$ cat config.mk
export PLATFORM = sky130hd
export DESIGN_NAME = mem_port_arbiter
export DESIGN_NICKNAME = d
export VERILOG_FILES = /design/src/rtl/mem_arb_pkg.sv /design/src/rtl/arb_lat_counter.sv /design/src/rtl/mem_port_arbiter.sv
export SDC_FILE = /design/constraint.sdc
export NUM_CORES = 1
export LEC_CHECK = 0
export BUFFER_PORTS_ARGS = -buffer_cell sky130_fd_sc_hd__buf_2
export CAP_MARGIN = 20
export CORE_MARGIN = 4
export CORE_UTILIZATION = 45
export CTS_CLUSTER_DIAMETER = 100
export DETAILED_ROUTE_END_ITERATION = 7
export PLACE_DENSITY_LB_ADDON = 0.08
export SYNTH_ARGS = -nofsm -noshare
export SYNTH_HDL_FRONTEND = slang
export SYNTH_SLANG_ARGS = --single-unit
$ cat constraint.sdc
create_clock -name clock -period 1.7 [get_ports clock]
set_input_delay 0.34 -clock clock [delete_from_list [all_inputs] [get_ports clock]]
set_output_delay 0.34 -clock clock [all_outputs]
set_load 0.01 [all_outputs]
$ cat src/rtl/mem_arb_pkg.sv
// Shared types and constants for the fetch/data memory port arbiter.
package mem_arb_pkg;

  // Width of the streak counter and the latency down-counter.
  localparam int CNT_W = 4;

  // Access sequencing states.
  typedef enum logic [1:0] {
    IDLE  = 2'd0,
    ISSUE = 2'd1,
    WAIT  = 2'd2,
    RESP  = 2'd3
  } arb_state_t;

  // Requester identifiers latched with each grant.
  localparam logic REQ_IF = 1'b0;
  localparam logic REQ_D  = 1'b1;

  // Increment that sticks at the limit instead of wrapping.
  function automatic logic [CNT_W-1:0] sat_inc(input logic [CNT_W-1:0] v,
                                               input logic [CNT_W-1:0] lim);
    return (v >= lim) ? lim : v + 1'b1;
  endfunction

endpackage

$ cat src/rtl/arb_lat_counter.sv
// Loadable down-counter that times the wait for memory read data.
module arb_lat_counter
  import mem_arb_pkg::*;
(
  input  logic             clock,
  input  logic             reset,
  input  logic             load,
  input  logic [CNT_W-1:0] load_val,
  input  logic             dec,
  output logic [CNT_W-1:0] value,
  output logic             zero
);

  logic [CNT_W-1:0] cnt;

  // Load has priority; decrement stops at zero.
  always_ff @(posedge clock) begin
    if (reset) begin
      cnt <= '0;
    end else if (load) begin
      cnt <= load_val;
    end else if (dec && (cnt != '0)) begin
      cnt <= cnt - 1'b1;
    end
  end

  assign value = cnt;
  assign zero  = (cnt == '0);

endmodule

$ cat src/rtl/mem_port_arbiter.sv
// Serialises instruction fetch and data load/store onto one fixed-latency
// single-port memory, returning a one-cycle done pulse per access.
module mem_port_arbiter
  import mem_arb_pkg::*;
#(
  parameter int ADDR_W      = 32,
  parameter int DATA_W      = 32,
  parameter int MEM_LATENCY = 1,
  parameter int MAX_STREAK  = 4
) (
  input  logic              clock,
  input  logic              reset,
  input  logic              if_req,
  input  logic [ADDR_W-1:0] if_addr,
  output logic              if_done,
  output logic [DATA_W-1:0] if_rdata,
  input  logic              d_req,
  input  logic              d_we,
  input  logic [ADDR_W-1:0] d_addr,
  input  logic [DATA_W-1:0] d_wdata,
  output logic              d_done,
  output logic [DATA_W-1:0] d_rdata,
  output logic              mem_en,
  output logic              mem_we,
  output logic [ADDR_W-1:0] mem_addr,
  output logic [DATA_W-1:0] mem_wdata,
  input  logic [DATA_W-1:0] mem_rdata,
  output logic              busy
);

  localparam logic [CNT_W-1:0] LAT_LOAD   = CNT_W'(MEM_LATENCY - 1);
  localparam logic [CNT_W-1:0] STREAK_LIM = CNT_W'(MAX_STREAK);

  arb_state_t       state, state_nxt;
  logic             winner;
  logic             we_q;
  logic [ADDR_W-1:0] addr_q;
  logic [DATA_W-1:0] wdata_q;
  logic [DATA_W-1:0] rdata_q;
  logic [CNT_W-1:0] streak;

  logic             any_req;
  logic             grant_d;
  logic             cnt_load;
  logic             cnt_dec;
  logic [CNT_W-1:0] cnt_value;
  logic             cnt_zero;

  // Data wins a tie unless it has already taken MAX_STREAK grants in a row
  // while fetch was waiting; a lone requester always wins.
  assign any_req = if_req | d_req;
  assign grant_d = d_req & (~if_req | (streak != STREAK_LIM));

  arb_lat_counter u_lat_cnt (
    .clock    (clock),
    .reset    (reset),
    .load     (cnt_load),
    .load_val (LAT_LOAD),
    .dec      (cnt_dec),
    .value    (cnt_value),
    .zero     (cnt_zero)
  );

  // State register; reset aborts any access in flight.
  always_ff @(posedge clock) begin
    if (reset) begin
      state <= IDLE;
    end else begin
      state <= state_nxt;
    end
  end

  // Next-state and latency counter control.
  always_comb begin
    state_nxt = state;
    cnt_load  = 1'b0;
    cnt_dec   = 1'b0;
    case (state)
      IDLE: begin
        if (any_req) state_nxt = ISSUE;
      end
      ISSUE: begin
        cnt_load  = 1'b1;
        state_nxt = WAIT;
      end
      WAIT: begin
        cnt_dec = (cnt_value != '0);
        if (cnt_zero) state_nxt = RESP;
      end
      RESP: begin
        state_nxt = IDLE;
      end
      default: state_nxt = IDLE;
    endcase
  end

  // Grant latch, streak tracking and read-data capture.
  always_ff @(posedge clock) begin
    if (reset) begin
      winner  <= REQ_IF;
      we_q    <= 1'b0;
      addr_q  <= '0;
      wdata_q <= '0;
      rdata_q <= '0;
      streak  <= '0;
    end else begin
      case (state)
        IDLE: begin
          if (any_req) begin
            if (grant_d) begin
              winner  <= REQ_D;
              we_q    <= d_we;
              addr_q  <= d_addr;
              wdata_q <= d_wdata;
              streak  <= if_req ? sat_inc(streak, STREAK_LIM) : '0;
            end else begin
              winner  <= REQ_IF;
              we_q    <= 1'b0;
              addr_q  <= if_addr;
              wdata_q <= '0;
              streak  <= '0;
            end
          end
        end
        WAIT: begin
          if (cnt_zero) rdata_q <= we_q ? '0 : mem_rdata;
        end
        default: ;
      endcase
    end
  end

  // Memory strobes and requester responses decoded from state.
  always_comb begin
    mem_en    = (state == ISSUE);
    mem_we    = mem_en & we_q;
    mem_addr  = addr_q;
    mem_wdata = wdata_q;
    if_done   = (state == RESP) && (winner == REQ_IF);
    d_done    = (state == RESP) && (winner == REQ_D);
    if_rdata  = if_done ? rdata_q : '0;
    d_rdata   = d_done ? rdata_q : '0;
    busy      = (state != IDLE);
  end

endmodule

==> impl_metrics.sql <==
INSERT INTO impl_metrics (metric_group, metric, value, unit) VALUES
('detailed_routing', 'route.detailed.vias_per_inst', '5.46', ''),
('detailed_routing', 'via_count', '5316', ''),
('synthesis', 'synth-seq-cells', '108', ''),
('detailed_routing', 'drt-wirelength-per-cell', '16.3', 'um'),
('synthesis', 'synth_enable_flop_cells', '0', ''),
('finish', 'filler_cell_count', '927', ''),
('synthesis', 'synth_largest_area_cell', 'sky130_fd_sc_hd__dfxtp_1', ''),
('clock_network', 'h-tree-depth', '3', ''),
('clock_network', 'clock_latency', '0.36', 'ns'),
('sta', 'setup-tns-final', '-4.88', 'ns'),
('sta', 'layout_min_cycle_time', '1.80', 'ns'),
('clock_network', 'cts_tree', 'built', ''),
('sta', 'tightest_slew', '0.374', 'ns'),
('clock_network', 'postCtsHoldBufs', '0', ''),
('power', 'power_per_cell_area', '1260', 'mW/mm^2'),
('run', 'max-cap-violations', '0', ''),
('finish', 'drive_above_1_share', '0.419', ''),
('synthesis', 'synth_nets', '725', ''),
('clock_network', 'numClockSinks', '108', ''),
('clock_network', 'clock_slew_at_the_register_clock_pins_of_the_worst_setup_and_hold_paths', '0.11', 'ns'),
('finish', 'final_cells', '973', ''),
('min_path', 'hold_path_startpoint', 'd_wdata[12]', ''),
('floorplan', 'rows', '38', ''),
('run_status', 'failing_checks', 'negative setup slack', ''),
('grt', 'globalRouteOverflowTotal', '0', ''),
('floorplan', 'die_width', '113', 'um'),
('sta', 'slew-limit-headroom', '0.750', ''),
('worst_setup_path', 'critPathArrivalTime', '1.46', 'ns'),
('grt', 'vias_in_the_first_global_route', '5046', ''),
('grt', 'grt_pass1_wl', '24900', 'um'),
('floorplan', 'die_height', '113', 'um'),
('grt', 'grt_usage', '0.233', ''),
('sta', 'max_clock_freq', '556', 'MHz'),
('sta', 'finalSetupViolCount', '66', ''),
('synthesis', 'ys_top_cells_by_area', 'sky130_fd_sc_hd__dfxtp_1 44%, sky130_fd_sc_hd__a32oi_1 6.0%, sky130_fd_sc_hd__a311oi_1 5.8%', ''),
('synthesis', 'synth_top_area_frac', '0.437', ''),
('worst_setup_path', 'critical_path_origin', 'state[0]', ''),
('detailed_routing', 'antenna_violating_nets_post_route', '0', ''),
('clock_network', 'max-clock-path-buffers', '2', ''),
('worst_setup_path', 'criticalPathCategory', 'reg2out', ''),
('power', 'vdd_ir_drop_max', '0.676', 'mV'),
('floorplan', 'i_o_pin_total', '266', ''),
('synthesis', 'syn_avg_cell_area', '8.47', 'sq um'),
('floorplan', 'dieArea', '0.0127', 'sq mm'),
('placed_design', 'post-place-cells', '945', ''),
('sta', 'timing.final.ws_setup', '-0.0998', 'ns'),
('worst_setup_path', 'cp_max_fo', '33', ''),
('run_status', 'outcome', 'finished with violations', ''),
('synthesis', 'async_flop_share', '0', ''),
('power', 'total_leakage_power', '3.22', 'nW'),
('synthesis', 'netlist_area', '0.00495', 'sq mm'),
('sta', 'finalCritPeriodShare', '1.06', ''),
('floorplan', 'placeableCoreArea', '0.0108', 'sq mm'),
('sta', 'maxSlewViolCount', '0', ''),
('placed_design', 'dpl_worst_slack', '0.104', 'ns'),
('clock_network', 'cts_root_buffer', 'sky130_fd_sc_hd__clkbuf_8', ''),
('placed_design', 'dp_hpwl', '10600', 'um'),
('grt', 'grt_start_max_net_pins', '54', ''),
('min_path', 'hp-class', 'in2reg', ''),
('finish', 'synthToLayoutAreaGrowth', '42.6', '%'),
('clock_network', 'cts-buffers-inserted', '9', ''),
('finish', 'layout.cells.most_common_list', '242 x sky130_fd_sc_hd__buf_2, 106 x sky130_fd_sc_hd__dfxtp_1, 69 x sky130_fd_sc_hd__nor2_1, 37 x sky130_fd_sc_hd__a21oi_1', ''),
('synthesis', 'dominantRegCellSynth', 'sky130_fd_sc_hd__dfxtp_1', ''),
('finish', 'layout_commonest_cell', 'sky130_fd_sc_hd__buf_2', ''),
('synthesis', 'ys_warn_count', '0', ''),
('floorplan', 'initial_utilization', '0.459', ''),
('sta', 'clock-skew-final', '0.0138', 'ns'),
('worst_setup_path', 'worstSetupEndpointType', 'output pin', ''),
('detailed_routing', 'drt_pass1_iterations', '4', ''),
('synthesis', 'seq_area_frac_synth', '0.437', ''),
('synthesis', 'ys_types', '39', '');
[cell type report]
| type | count | area, sq um | area share |
|---|---|---|---|
| flip-flops and latches | 108 | 2170 | 0.307 |
| multi-input cells | 404 | 2620 | 0.371 |
| diodes | 1 | 2.50 | 0.000354 |
| clock buffers | 10 | 138 | 0.0195 |
| inverters | 9 | 36.3 | 0.00514 |
| well taps | 140 | 175 | 0.0248 |
| clock inverters | 6 | 68.8 | 0.00974 |
| repair buffers | 295 | 1860 | 0.263 |
[cell families (layout without fill, tap and decap cells)]
kind of cell / Yosys count / after routing / share of synthesized area
compound gates: 145 / 145 / 0.202
xor+xnor: 1 / 1 / 0.00177
fa+ha+maj: 7 / 7 / 0.0177
buf+inv: 73 / 320 / 0.0715
flops: 108 / 108 / 0.437
mux: 1 / 1 / 0.00202
other cells: 0 / 1 / 0
simple gates: 250 / 250 / 0.269
[worst max-delay path, cell delays in order, from the launching register on]
cell                      delay [ns]
sky130_fd_sc_hd__dfxtp_4        0.36
sky130_fd_sc_hd__ha_4           0.16
sky130_fd_sc_hd__nor2b_4        0.13
sky130_fd_sc_hd__buf_12         0.16
sky130_fd_sc_hd__and2_1         0.16
sky130_fd_sc_hd__buf_2          0.13
[worst paths after layout]
kind / endpoint / slack, ns / cells after the start
setup / recovery: if_rdata[29] / -0.1 / 5
hold / removal: mem_wdata[12] / 0.23 / 3
setup reg to reg: rdata_q[23] / 0.08 / 8
hold reg to reg: rdata_q[20] / 0.47 / 2
[Yosys cell counts (2+ instances only)]
| library cell | number |
|---|---|
| sky130_fd_sc_hd__dfxtp_1 | 108 |
| sky130_fd_sc_hd__o21ai_0 | 4 |
| sky130_fd_sc_hd__buf_6 | 4 |
| sky130_fd_sc_hd__nand3b_1 | 32 |
| sky130_fd_sc_hd__and2_1 | 35 |
| sky130_fd_sc_hd__nor2_1 | 69 |
| sky130_fd_sc_hd__nor3b_1 | 2 |
| sky130_fd_sc_hd__buf_4 | 6 |
| sky130_fd_sc_hd__a311oi_1 | 33 |
| sky130_fd_sc_hd__ha_1 | 7 |
| sky130_fd_sc_hd__o21ai_1 | 30 |
| sky130_fd_sc_hd__a32oi_1 | 34 |
| sky130_fd_sc_hd__clkbuf_1 | 32 |
| sky130_fd_sc_hd__nand4_1 | 2 |
| sky130_fd_sc_hd__inv_1 | 9 |
| sky130_fd_sc_hd__and3_1 | 32 |
| sky130_fd_sc_hd__nand3_1 | 33 |
| sky130_fd_sc_hd__nand2_1 | 34 |
| sky130_fd_sc_hd__a21oi_1 | 37 |
| sky130_fd_sc_hd__nand2b_1 | 2 |
| sky130_fd_sc_hd__buf_2 | 22 |
[through the flow]
| stage | utilization | cell area, sq um | power (mW) | hold slack [ns] |
|---|---|---|---|---|
| floorplan | - | 4950 | 5.68 | 0.436 |
| global placement | 0.594 | 6410 | 6.86 | 0.445 |
| detailed placement | 0.594 | 6410 | 6.97 | 0.453 |
| CTS | 0.632 | 6820 | 8.75 | 0.205 |
| global route | 0.655 | 7060 | 9.52 | 0.219 |
| finish | 0.655 | 7060 | 8.89 | 0.228 |
[per-layer routing]
metal	global-route usage	wire [um]	vias to the layer above
met3	0.0556	1290	25
met2	0.405	8060	225
li1	-	-	2595
met5	0	0	-
met1	0.282	6210	2471
met4	0.0809	318	0
[flip-flops by register name, indices dropped and copies added (netlist names)]
| signal | cells |
|---|---|
| mem_addr | 32 |
| mem_wdata | 32 |
| rdata_q | 32 |
| state | 2 |
| streak | 4 |
| u_lat_cnt.value | 4 |
| we_q | 1 |
| winner | 1 |
[report_power, final]
group | switching (mW) | leakage, nW | total [mW] | internal (mW)
Sequential | 0.371 | 0.886 | 3.53 | 3.16
Clock | 0.881 | 0.103 | 1.61 | 0.733
Combinational | 2.11 | 2.23 | 3.74 | 1.63
Total | 3.36 | 3.22 | 8.89 | 5.53
[what timing repair did]
action                                  4_1_cts  5_1_grt
pin swaps                                     4        0
resized for setup                            33       42
cloned                                        1        3
hold endpoints to repair                      0        0
endpoints found under the setup margin       67      105
setup buffers                                 3        6
Note: power is estimated with default switching activity, not from simulation.
